==> config.mk <==
export PLATFORM = sky130hd
export DESIGN_NAME = mem_arbiter
export DESIGN_NICKNAME = d
export VERILOG_FILES = /design/src/rtl/mem_arbiter.sv
export SDC_FILE = /design/constraint.sdc
export NUM_CORES = 1
export LEC_CHECK = 0
export ABC_AREA = 1
export BUFFER_PORTS_ARGS = -buffer_cell sky130_fd_sc_hd__buf_2
export CAP_MARGIN = 10
export CORE_ASPECT_RATIO = 0.8
export CORE_MARGIN = 4
export CORE_UTILIZATION = 50
export CTS_BUF_LIST = sky130_fd_sc_hd__clkbuf_16
export DETAILED_ROUTE_END_ITERATION = 16
export PLACE_DENSITY_LB_ADDON = 0.15
export RECOVER_POWER = 50
export SYNTH_ARGS = -nofsm -noshare
export SYNTH_HDL_FRONTEND = slang
export SYNTH_SLANG_ARGS = --single-unit
==> constraint.sdc <==
create_clock -name clk -period 6.65 [get_ports clk]
set_clock_uncertainty 0.15 [all_clocks]
set_input_delay 1.995 -clock clk [delete_from_list [all_inputs] [get_ports clk]]
set_output_delay 1.995 -clock clk [all_outputs]
set_load 0.005 [all_outputs]
==> src/rtl/mem_arbiter.sv <==
// mem_arbiter: grants the shared multicycle memory to the I-cache fill, D-cache fill
// or D-cache write-through path, and sequences each block fill or single store.
module mem_arbiter #(
  parameter int LATENCY = 4,
  parameter int WORDS   = 8
) (
  input  logic        clk,
  input  logic        rst,
  input  logic        icache_req,
  input  logic [15:0] icache_addr,
  input  logic        dcache_req,
  input  logic [15:0] dcache_addr,
  input  logic        dcache_wr_req,
  input  logic [15:0] dcache_wr_addr,
  input  logic [15:0] dcache_wr_data,
  input  logic        mem_data_valid,
  input  logic [15:0] mem_data_in,
  output logic        icache_grant,
  output logic        dcache_grant,
  output logic        icache_data_valid,
  output logic        dcache_data_valid,
  output logic [15:0] fill_data,
  output logic        fill_done,
  output logic        wr_done,
  output logic        mem_enable,
  output logic        mem_wr,
  output logic [15:0] mem_addr,
  output logic [15:0] mem_data_out
);
  typedef enum logic [1:0] {IDLE, IFILL, DFILL, DWRITE} state_t;
  localparam logic [3:0] W_MAX  = 4'(WORDS);
  localparam logic [3:0] W_LAST = 4'(WORDS - 1);
  state_t      r_state, w_next;
  logic [15:0] r_base, r_wdata;
  logic [3:0]  r_issue, r_rcv;
  logic        r_last;
  logic        w_fill, w_issue, w_last_word, w_pick_d, w_fv, w_unused;
  // Read-data timing is tracked by counting returns, so LATENCY and the offset bits are unused.
  assign w_unused    = ^{icache_addr[3:0], dcache_addr[3:0], LATENCY[0]};
  assign w_fill      = r_state == IFILL || r_state == DFILL;
  assign w_issue     = w_fill && r_issue < W_MAX;
  assign w_last_word = w_fill && mem_data_valid && r_rcv == W_LAST;
  // Both misses pending: the D-cache wins only if the I-cache was served last.
  assign w_pick_d    = dcache_req && (!icache_req || !r_last);
  always_comb begin
    w_next = IDLE;
    case (r_state)
      IDLE:         w_next = dcache_wr_req ? DWRITE : w_pick_d ? DFILL : icache_req ? IFILL : IDLE;
      IFILL, DFILL: w_next = w_last_word ? IDLE : r_state;
      default:      w_next = IDLE;
    endcase
  end
  always_ff @(posedge clk or posedge rst)
    if (rst) begin
      r_state <= IDLE;
      r_base  <= '0;
      r_wdata <= '0;
      r_issue <= '0;
      r_rcv   <= '0;
      r_last  <= 1'b0;
    end else begin
      r_state <= w_next;
      if (r_state == IDLE) begin
        r_issue <= '0;
        r_rcv   <= '0;
        r_base  <= dcache_wr_req ? dcache_wr_addr :
                   w_pick_d ? {dcache_addr[15:4], 4'h0} : {icache_addr[15:4], 4'h0};
        r_wdata <= dcache_wr_data;
      end else begin
        if (w_issue) r_issue <= r_issue + 4'd1;
        if (w_fill && mem_data_valid) r_rcv <= r_rcv + 4'd1;
      end
      if (w_last_word) r_last <= r_state == DFILL;
    end
  assign icache_grant      = r_state == IFILL;
  assign dcache_grant      = r_state == DFILL || r_state == DWRITE;
  assign icache_data_valid = r_state == IFILL && mem_data_valid;
  assign dcache_data_valid = r_state == DFILL && mem_data_valid;
  assign w_fv              = icache_data_valid || dcache_data_valid;
  assign fill_data         = w_fv ? mem_data_in : 16'h0;
  assign fill_done         = w_last_word;
  assign wr_done           = r_state == DWRITE;
  assign mem_wr            = r_state == DWRITE;
  assign mem_enable        = w_issue || mem_wr;
  assign mem_addr          = w_issue ? r_base + {11'b0, r_issue, 1'b0} : mem_wr ? r_base : 16'h0;
  assign mem_data_out      = mem_wr ? r_wdata : 16'h0;
endmodule

Word-level counts from Yosys, hierarchy flattened
Cells that the tools add are included.
- register bits: 43
- latch bits: 0
- memory bits (writable): 0
- ROM bits: 0
- input bits: 86
- output and inout port bits: 56
- logic and storage cells: 47
- memories: 0
- add/sub/neg operators: 3
- $mul: 0
- divide/modulo/power cells: 0
- magnitude comparators: 1
- eq/ne operators: 5
- shift-type cells: 0
- muxes and demuxes: 15
- bitwise logic cells: 0
- reduce and logical (&&, ||, !) cells: 17
- operator list (kind ; count):
    16-bit two-way mux ; 6
    16-bit by 5-bit adder with 16-bit output ; 1
    4-bit two-way mux ; 4
    4-bit by 1-bit adder with 4-bit output, second input constant ; 2
    1-bit logical AND ; 6
    2-bit two-way mux ; 3
    1-bit logical OR ; 5
    2-bit equality test, second input constant ; 2
    4-bit by 3-bit equality test with 1-bit output, second input constant ; 1
    4-bit < comparator, second input constant ; 1
    2-bit case mux with 2 select lines ; 1
    2-bit nonzero test ; 2
    2-bit by 1-bit equality test with 1-bit output, second input constant ; 1
    1-bit zero test ; 2
    2-bit zero test ; 1
    2-bit inequality test, second input constant ; 1
    2-bit OR reduction ; 1
    1-bit two-way mux ; 1

Depth between registers and ports, before layout
Gate-level depths: netlist of run 1.
- depth after elaboration: 6
- mapped depth: 10
- mapped depth without buffers: 10

Least setup slack after synthesis of run 1
OpenSTA, ideal clock, no wires.
- path type: in2out
- from: input port mem_data_valid
- to: output port fill_data[10]
- data arrival time: 2.631 ns
- data required time: 4.505 ns
- path slack: 1.874 ns
- stages on the path: 5
- buffers on the path: 1
- path through: nand2_1 inv_1 nor2_1 buf_4 nor2_1
- cells in the longest elaborated chain, start to end: 3
- elaborated cells between the ends (all ways): 4
- those cells by class: mux (1); reduce/logical (3)
- ends and longest elaborated chain (item ; RTL line ; source):
    start: declaration ; 16 ; input logic mem_data_valid,
    1-bit logical AND ; 77 ; assign icache_data_valid = r_state == IFILL && mem_data_valid;
    via icache_data_valid ; 20 ; output logic icache_data_valid,
    1-bit logical OR ; 79 ; assign w_fv = icache_data_valid || dcache_data_valid;
    16-bit two-way mux ; 80 ; assign fill_data = w_fv ? mem_data_in : 16'h0;
    end: declaration ; 22 ; output logic [15:0] fill_data,
The timed path passes the listed nets, and every way through them passes these cells.

Worst setup path after layout of run 1
- from: input port mem_data_valid
- to: output port fill_data[5]
- cells in the longest elaborated chain, start to end: 3
- elaborated cells between the ends (all ways): 4
- those cells by class: mux (1); reduce/logical (3)
- ends and longest elaborated chain (item ; RTL line):
    1-bit logical AND (on tied branches) ; 77, 78
    1-bit logical OR (*) ; 79
    16-bit two-way mux (*) ; 80
Every way passes the cells marked *; elsewhere a longest branch is shown, timed or not.

==> run_results.csv, run 1 <==
group,metric,value,unit
routing,drtIter0Drc,193,
timing,post-route-min-period,5280,ps
clock_tree,postCtsHoldBufs,0,
status,status,"complete, but fails checks",
timing,rsz0062_at_grt,"no",
status,violations,"max-capacitance violations, max-slew violations",
synthesis,yosys.cell_types.count,27,
clock_tree,clk_pin_slew_worst_paths,60,ps
floorplan,fp.coreArea,5560,um2
power,p_int,813,uW
grt,grt_pass1_wl,13400,um
clock_tree,clk_latency,280,ps
routing,finalWirelength,7870,um
timing,finalSetupTns,0,ps
placed_design,port_buffers,133,
grt,grt_use_met2,37.6,%
placed_design,dp_hpwl,5820,um
timing,setup_viol,0,
clock_tree,cts_tree,"done",
grt,grt_max_degree,44,
floorplan,dieHeight,76.3,um
synthesis,synth_nets,546,
routing,viasPerCell,4.81,
grt,gr-usage-met1,30.8,%
clock_tree,cts.sinks,43,
routing,vias,3133,
critical_path,reg2reg_slack,4390,ps
finish,syn_to_final_growth,27.7,%
critical_path,cp-end-kind,"output port",
synthesis,syn_area,2920,um2
clock_tree,numCtsBuffers,5,
grt,track_usage,22.8,%
clock_tree,cts.repair.resized,0,
timing,drv_slew,44,
timing,clock.fmax,0.189,GHz
timing,worst_pin_slew,2320,ps
finish,final_net_count,669,
floorplan,initial_utilization,52.5,%
synthesis,yosys_register_bits,43,
placed_design,gp_congestion,0.836,
clock_tree,cts_max_level,2,
critical_path,crit_required,4510,ps
routing,final_antenna_net_count,0,
routing,detail_route.wl_per_cell,12.1,um
critical_path,crit_type,"in -> out",
timing,finalHoldViolations,0,
power,comb_power_share,53.3,%
routing,first_pass_iters,4,
critical_path,worstPathMaxFanout,16,
finish,fin_area,3730,um2
power,seqPwrFrac,30.9,%
synthesis,yosysWarnings,0,
critical_path,cp-start-kind,"input pin",
power,switchingPower,705,uW
placed_design,place_area,3600,um2
clock_tree,cts_buffer_depth,2,
power,power_density,407,nW/um2
synthesis,syn_inst,449,
power,max-vdd-ir-drop,0.000161,V
clock_tree,post-cts-setup-buffers,0,
power,power_frac_clock,15.8,%
job,drv_cap,1,
power,switching_share,46.4,%
synthesis,syn_avg_cell_area,6.50,um2
grt,grt_overflow,0,
routing,drc,0,
timing,slew_headroom,-54.8,%
grt,antenna_found_initial,0,
finish,n_antenna_cell,0,
hold_path,hold_class,"reg -> reg",
floorplan,fp-row-count,24,
finish,final_layout_size_suffix_gt1_share,25.1,%
grt,first_global_vias,2995,
floorplan,die_x,93.4,um
timing,fin_crit_sh,79.4,%
power,p_leak,0.00237,uW
clock_tree,clock_tree.root_cell,"clkbuf_16",
critical_path,critPathArrivalTime,3140,ps
floorplan,ios,142,
grt,top_usage_layer,"met2",
grt,met3_usage,5.23,%
synthesis,ys_seq_area_share,36.9,%
floorplan,die_area,7130,um2
through the flow:
step | utilization (%) | setup WS, ps | hold slack, ps | std cells | total power (uW)
after detailed placement | 64.8 | 1340 | 309 | 643 | 1280
after floorplan | - | 1870 | 292 | 449 | 1020
final | 67.1 | 1370 | 319 | 651 | 1520
after global placement | 64.8 | 1410 | 304 | 643 | 1250
after CTS | 67.3 | 1340 | 325 | 651 | 1530
after global routing | 67.1 | 1120 | 347 | 651 | 1680
area by class of cell:
type,instances,area [um2]
Clock buffer,5,125
Clock inverter,3,17.5
Fill cell,517,1830
Inverter,86,323
Multi-Input combinational cell,301,1410
Sequential cell,43,1080
Tap cell,78,97.6
Timing Repair Buffer,135,674
sequential cells by signal (all words and copies together) (netlist names):
name	count
r_state	2
r_issue	4
r_wdata	16
r_last	1
r_base	16
r_rcv	4
final timing paths:
| kind | startpoint | end | cells past startpoint |
|---|---|---|---|
| min | r_wdata[0] | r_wdata[0] | 2 |
| max in group asynchronous | rst | r_wdata[4] | 3 |
| min in group asynchronous | rst | r_wdata[12] | 3 |
| min reg2reg | r_wdata[0] | r_wdata[0] | 2 |
| max reg2reg | r_state[0] | r_base[12] | 5 |
| max | mem_data_valid | fill_data[5] | 6 |
power by group through the flow:
stage | logic, uW | clock network (uW) | registers (uW)
4_1_cts | 816 | 243 | 468
2_1_floorplan | 571 | 0 | 445
5_1_grt | 936 | 255 | 485
3_3_place_gp | 786 | 0 | 468
6_report | 809 | 240 | 469
3_5_place_dp | 810 | 0 | 470
cell usage in the layout (no fill, tap or decap), types with 10 or more instances in the layout:
master,count
a21oi_1,31
buf_2,131
dfrtp_1,43
ha_1,10
inv_1,83
nand2_1,140
nand3_1,18
nor2_1,56
o211ai_1,12
o21ai_0,14
per-layer routing:
layer / vias up / share of wire, %
li1: 1615 / -
met5: - / 0
met4: 0 / 0.51
met3: 4 / 10
met1: 1386 / 45
met2: 128 / 44
critical path, stage by stage:
cell      delay [ps]
clkbuf_1         100
nand2_1           80
inv_1             50
nor2_1           660
nor2_1            90
buf_2            160
Yosys cell counts:
| master | instances | area (um2) |
|---|---|---|
| xor2_1 | 1 | 8.76 |
| dfrtp_1 | 43 | 1080 |
| a211oi_1 | 2 | 15.0 |
| or2_2 | 1 | 6.26 |
| clkinv_1 | 1 | 3.75 |
| clkbuf_1 | 6 | 22.5 |
| buf_6 | 1 | 11.3 |
| buf_2 | 10 | 50.1 |
| nor2_1 | 55 | 206 |
| nor2_2 | 2 | 12.5 |
| nand3_1 | 18 | 90.1 |
| buf_4 | 2 | 15.0 |
| nand2_4 | 1 | 11.3 |
| nand2_1 | 140 | 526 |
| o21ai_1 | 1 | 5.00 |
| ha_1 | 10 | 125 |
| o22ai_1 | 2 | 12.5 |
| nand4_1 | 5 | 31.3 |
| a21oi_1 | 31 | 155 |
| nor3_2 | 1 | 10.0 |
| inv_1 | 84 | 315 |
| o211ai_1 | 12 | 90.1 |
| o21ai_0 | 14 | 70.1 |
| fa_1 | 1 | 20.0 |
| nor2_4 | 1 | 11.3 |
| nor3_1 | 3 | 15.0 |
| inv_2 | 1 | 3.75 |
logic make-up after synthesis:
family / Yosys count / share of synthesized area, %
fa+ha+maj: 11 / 4.97
buf+inv: 105 / 14.4
xor+xnor: 1 / 0.300
simple gates: 227 / 31.5
flops: 43 / 36.9
compound gates: 62 / 11.9
Power figures use the tool's default switching activity.
==> run 2: changes to the inputs <==
CORE_UTILIZATION = 47   (was 50)
clock period = 5.04 ns   (was 6.65 ns; I/O delays follow)
==> run 2 against run 1 <==
  * The flow still finishes with violations (max-capacitance violations, max-slew violations)
  * First-iteration DRC count decreased by 35%
  * Combinational power increased by 31%
  * Non-clock buffer count increased by 1
  * Via count decreased by 0.45%
  * Routed wire length decreased by 2.5%
==> run_results.csv, run 2 (same netlist as run 1, synthesis figures left out) <==
group,metric,value,unit
status,status,"complete, but fails checks",
status,violations,"max-capacitance violations, max-slew violations",
placed_design,place_ws,1090,ps
grt,grt_max_degree,44,
floorplan,ios,142,
critical_path,worstPathMaxFanout,11,
grt,first_global_vias,2942,
critical_path,path_depth,11,
placed_design,place_area,3610,um2
hold_path,min_path_cells,2,
grt,track_usage,20.7,%
routing,first_pass_iters,5,
critical_path,crit_buf_inv,5,
placed_design,dp_hpwl,5830,um
timing,clock.fmax,0.233,GHz
critical_path,slowest_delay,680,ps
clock_tree,cts.sinks,43,
grt,grt_pass1_wl,12600,um
critical_path,path_common_cell,"inv_1",
clock_tree,cts.repair.resized,0,
floorplan,initial_utilization,48.9,%
floorplan,fp.coreArea,5970,um2
finish,fin_area,3770,um2
timing,finalHoldViolations,0,
power,p_leak,0.00238,uW
routing,finalWirelength,7670,um
floorplan,die_x,96.1,um
grt,grt_overflow,0,
timing,setup_viol,0,
finish,n_antenna_cell,0,
power,power_density,544,nW/um2
finish,fill_cells,559,
clock_tree,clk_latency,280,ps
timing,finalSetupTns,0,ps
routing,detail_route.wl_per_cell,11.7,um
job,drv_cap,1,
clock_tree,numCtsBuffers,5,
floorplan,die_area,7540,um2
routing,viasPerCell,4.76,
clock_tree,cts_buffer_depth,2,
clock_tree,clk_pin_slew_worst_paths,60,ps
critical_path,cp_top_family,"simple AND/OR/NAND/NOR gates",
timing,worst_pin_slew,2260,ps
routing,drtIter0Drc,125,
timing,drv_slew,44,
finish,final_layout_size_suffix_gt1_share,25.4,%
timing,slew_headroom,-50.5,%
critical_path,worst_path_max_delay_cell,"nor2_1",
floorplan,fp-row-count,25,
routing,final_antenna_net_count,0,
routing,drc,0,
clock_tree,cts_tree,"done",
timing,fin_crit_sh,85.1,%
clock_tree,post-cts-setup-buffers,0,
critical_path,cp-end-kind,"output port",
placed_design,gp_congestion,0.875,
placed_design,place_inst,647,
routing,vias,3119,
finish,layout_common_cells,"140 x nand2_1, 131 x buf_2, 83 x inv_1, 56 x nor2_1, 43 x dfrtp_1",
hold_path,hold_class,"reg -> reg",
grt,antenna_found_initial,0,
timing,setup_ws,749,ps
placed_design,port_buffers,133,
finish,reg_top3,"r_base: 16 flops, r_wdata: 16 flops",
critical_path,rr_worst_depth,5,
clock_tree,postCtsHoldBufs,0,
critical_path,critPathArrivalTime,2630,ps
finish,syn_to_final_growth,29.1,%
timing,timing.hold.ws,320,ps
critical_path,crit_type,"reg -> out",
timing,rsz0062_at_grt,"no",
finish,final_common_cell,"nand2_1",
power,max-vdd-ir-drop,0.000228,V
clock_tree,clock_tree.root_cell,"clkbuf_16",
critical_path,crit_chain,"inv_1, ha_1, inv_2, nor2_1, nor2_2, inv_1, nand2_1, o21ai_1, nand2_1, inv_1, buf_2",
critical_path,crit_required,3380,ps
clock_tree,cts_max_level,2,
critical_path,cp-start-kind,"flip-flop",
finish,fin_cells,655,
timing,post-route-min-period,4290,ps
finish,final_net_count,670,
floorplan,dieHeight,78.5,um
[run 2: cell types whose count changed in the layout (fill, tap and decap cells not counted)]
cell	before	now
clkinv_2	1	0
buf_4	1	2
bufinv_16	0	1
clkinv_4	0	1
clkinv_1	3	2
[run 2: layer usage]
layer	vias up	track usage [%]	wire [um]	part of all wire (%)
met1	1359	26.1	3410	44
met4	0	4.97	80	1.0
met2	126	35.2	3390	44
met5	-	0	0	0
li1	1624	-	-	-
met3	10	5.08	789	10
[run 2: through the flow]
step / power, uW / util [%]
final: 2050 / 63.1
after global routing: 2260 / 63.1
after CTS: 2070 / 63.3
after detailed placement: 1690 / 60.4
after global placement: 1660 / 60.4
after floorplan: 1340 / -
[run 2: worst reg2reg max path, cell delays in order, from the launching register on]
cell	delay, ps
dfrtp_1	400
inv_1	110
ha_1	190
clkinv_1	770
a21oi_1	420
a21oi_1	120
[run 2: final timing paths]
| kind | slack [ps] | end | start |
|---|---|---|---|
| setup / recovery | 750 | mem_addr[7] | r_state[0] |
| hold / removal | 320 | r_wdata[8] | r_wdata[8] |
| setup reg to reg | 2750 | r_base[10] | r_state[0] |
| hold reg to reg | 320 | r_wdata[8] | r_wdata[8] |
| max in group asynchronous | 1560 | r_base[7] | rst |
| min in group asynchronous | 1900 | r_wdata[11] | rst |
[run 2: report_power, final]
part,internal (uW),total (uW),switching (uW)
clock,236,371,134
sequential,497,625,128
combinational,396,1060,660
[run 2: final cells by class]
cell class | count | area [um2] | area share, %
Clock buffer | 5 | 125 | 3.32
Clock inverter | 3 | 47.5 | 1.26
Inverter | 86 | 323 | 8.57
Multi-Input combinational cell | 301 | 1410 | 37.5
Sequential cell | 43 | 1080 | 28.6
Tap cell | 81 | 101 | 2.69
Timing Repair Buffer | 136 | 682 | 18.1
==> run 3: changes to the inputs <==
CELL_PAD_IN_SITES_DETAIL_PLACEMENT = 1   (was default)
CELL_PAD_IN_SITES_GLOBAL_PLACEMENT = 1   (was default)
CORE_UTILIZATION = 31   (was 47)
SKIP_LAST_GASP = 1   (was default)
==> run 3 against run 2 <==
  * The flow still finishes with violations (max-capacitance violations, max-slew violations)
  * Register-to-register slack got worse by 50 ps
  * Critical endpoint is now mem_addr[13]
  * Critical path depth did not move
  * Clock power fell by 14%
  * Highest routed layer is now met5
  * Clock-buffer cell count did not move
  * Die area rose by 46%
  * Power barely moved
==> run_results.csv, run 3 (same netlist as run 1, synthesis figures left out) <==
group,metric,value,unit
status,status,"complete, but fails checks",
status,violations,"max-capacitance violations, max-slew violations",
finish,final_common_cell,"nand2_1",
grt,grt_max_degree,44,
power,switching_share,47.6,%
floorplan,fp.coreArea,9110,um2
clock_tree,cts_max_level,2,
finish,n_antenna_cell,0,
power,p_leak,0.00237,uW
floorplan,die_area,11000,um2
finish,multiInputGateArea,1410,um2
timing,clock.fmax,0.226,GHz
critical_path,cp-start-kind,"flip-flop",
timing,setup_viol,0,
finish,seq_area,1080,um2
finish,syn_to_final_growth,29.5,%
placed_design,port_buffers,133,
timing,finalSetupTns,0,ps
clock_tree,post-cts-setup-buffers,0,
routing,detail_route.wl_per_cell,13.9,um
floorplan,dieHeight,94.8,um
floorplan,initial_utilization,32.0,%
grt,grt_overflow,0,
timing,rsz0062_at_grt,"no",
power,power_density,543,nW/um2
grt,grt_pass1_wl,15700,um
routing,final_antenna_net_count,0,
routing,viasPerCell,4.71,
grt,first_global_vias,3350,
finish,fill_cells,1250,
power,switchingPower,976,uW
finish,reg_top3,"r_base: 16 flops, r_wdata: 16 flops",
power,seqPwrFrac,30.4,%
routing,first_pass_iters,4,
critical_path,crit_type,"reg -> out",
clock_tree,cts_tree,"done",
timing,slew_headroom,-61.3,%
critical_path,rr_worst_depth,5,
power,max-vdd-ir-drop,0.000209,V
floorplan,ios,142,
power,power_frac_clock,15.5,%
placed_design,place_ws,1150,ps
finish,layout_common_cells,"140 x nand2_1, 131 x buf_2, 84 x inv_1, 56 x nor2_1, 43 x dfrtp_1",
clock_tree,cts.repair.resized,0,
timing,finalHoldViolations,0,
power,comb_power_share,54.1,%
critical_path,cp-end-kind,"output port",
routing,finalWirelength,9600,um
floorplan,fp-row-count,31,
floorplan,die_x,116,um
finish,final_layout_size_suffix_gt1_share,25.3,%
hold_path,min_path_cells,2,
power,p_int,1080,uW
routing,drc,0,
critical_path,slowest_delay,710,ps
clock_tree,cts.sinks,43,
clock_tree,cts_buffer_depth,2,
critical_path,worstPathMaxFanout,11,
placed_design,dp_hpwl,7400,um
routing,drtIter0Drc,92,
grt,antenna_found_initial,1,
clock_tree,numCtsBuffers,5,
grt,track_usage,17.8,%
placed_design,gp_congestion,0.767,
timing,worst_pin_slew,2420,ps
job,drv_cap,1,
timing,fin_crit_sh,88.0,%
clock_tree,clk_latency,280,ps
clock_tree,clock_tree.root_cell,"clkbuf_16",
clock_tree,postCtsHoldBufs,0,
finish,final_net_count,670,
timing,post-route-min-period,4430,ps
critical_path,crit_required,3380,ps
critical_path,worst_path_max_delay_cell,"nor2_1",
clock_tree,clk_pin_slew_worst_paths,60,ps
critical_path,critPathArrivalTime,2770,ps
timing,setup_ws,606,ps
routing,vias,3243,
critical_path,crit_chain,"inv_1, ha_1, inv_2, nor2_1, nor2_2, inv_1, nand2_1, nand2_1, nand2_1, inv_1, buf_2",
hold_path,hold_class,"reg -> reg",
timing,drv_slew,44,
==> run 3: critical path: cells and delay by family, from the launching register on <==
kind / cells / cell delay (ps)
adder cells (fa/ha/maj): 1 / 390
flip-flops: 1 / 380
AND/OR/NAND/NOR: 5 / 1190
buffers and inverters: 5 / 520
==> run 3: area by class of cell <==
class	instances	area share [%]
clock buffer	5	3.31
clock inverter	3	0.430
inverter	86	8.54
multi-input combinational	301	37.4
sequential	43	28.5
tap	115	3.81
timing repair buffer	136	18.0
==> run 3: routing by layer <==
metal,global-route usage (%),wire length (um),vias to the layer above,share of wire [%]
li1,-,-,1614,-
met1,23.3,4380,1521,46
met2,30.7,4480,100,47
met3,3.72,697,6,7.3
met4,2.71,24,2,0.25
met5,0,13,-,0.14
==> run 3: per-stage QoR <==
step | util (%) | cells | area, um2 | total power [uW] | hold slack, ps
6_report | 41.5 | 689 | 3780 | 2050 | 323
5_1_grt | 41.5 | 689 | 3780 | 2290 | 349
4_1_cts | 41.6 | 689 | 3790 | 2100 | 324
3_5_place_dp | 40.1 | 681 | 3650 | 1770 | 309
3_3_place_gp | 40.1 | 681 | 3650 | 1710 | 303
2_1_floorplan | - | 449 | 2920 | 1340 | 292
==> run 3: power by group through the flow <==
stage	clock network [uW]	registers [uW]	logic (uW)
floorplan	0	587	753
global placement	0	619	1090
detailed placement	0	629	1140
CTS	326	625	1150
global route	340	647	1300
finish	319	623	1110
==> run 3: final timing paths <==
kind | slack, ps | to | from
setup / recovery | 610 | mem_addr[13] | r_state[1]
hold / removal | 320 | r_wdata[1] | r_wdata[1]
setup reg to reg | 2700 | r_base[15] | r_state[0]
hold reg to reg | 320 | r_wdata[1] | r_wdata[1]
max in group asynchronous | 1400 | r_rcv[0] | rst
min in group asynchronous | 1970 | r_wdata[1] | rst
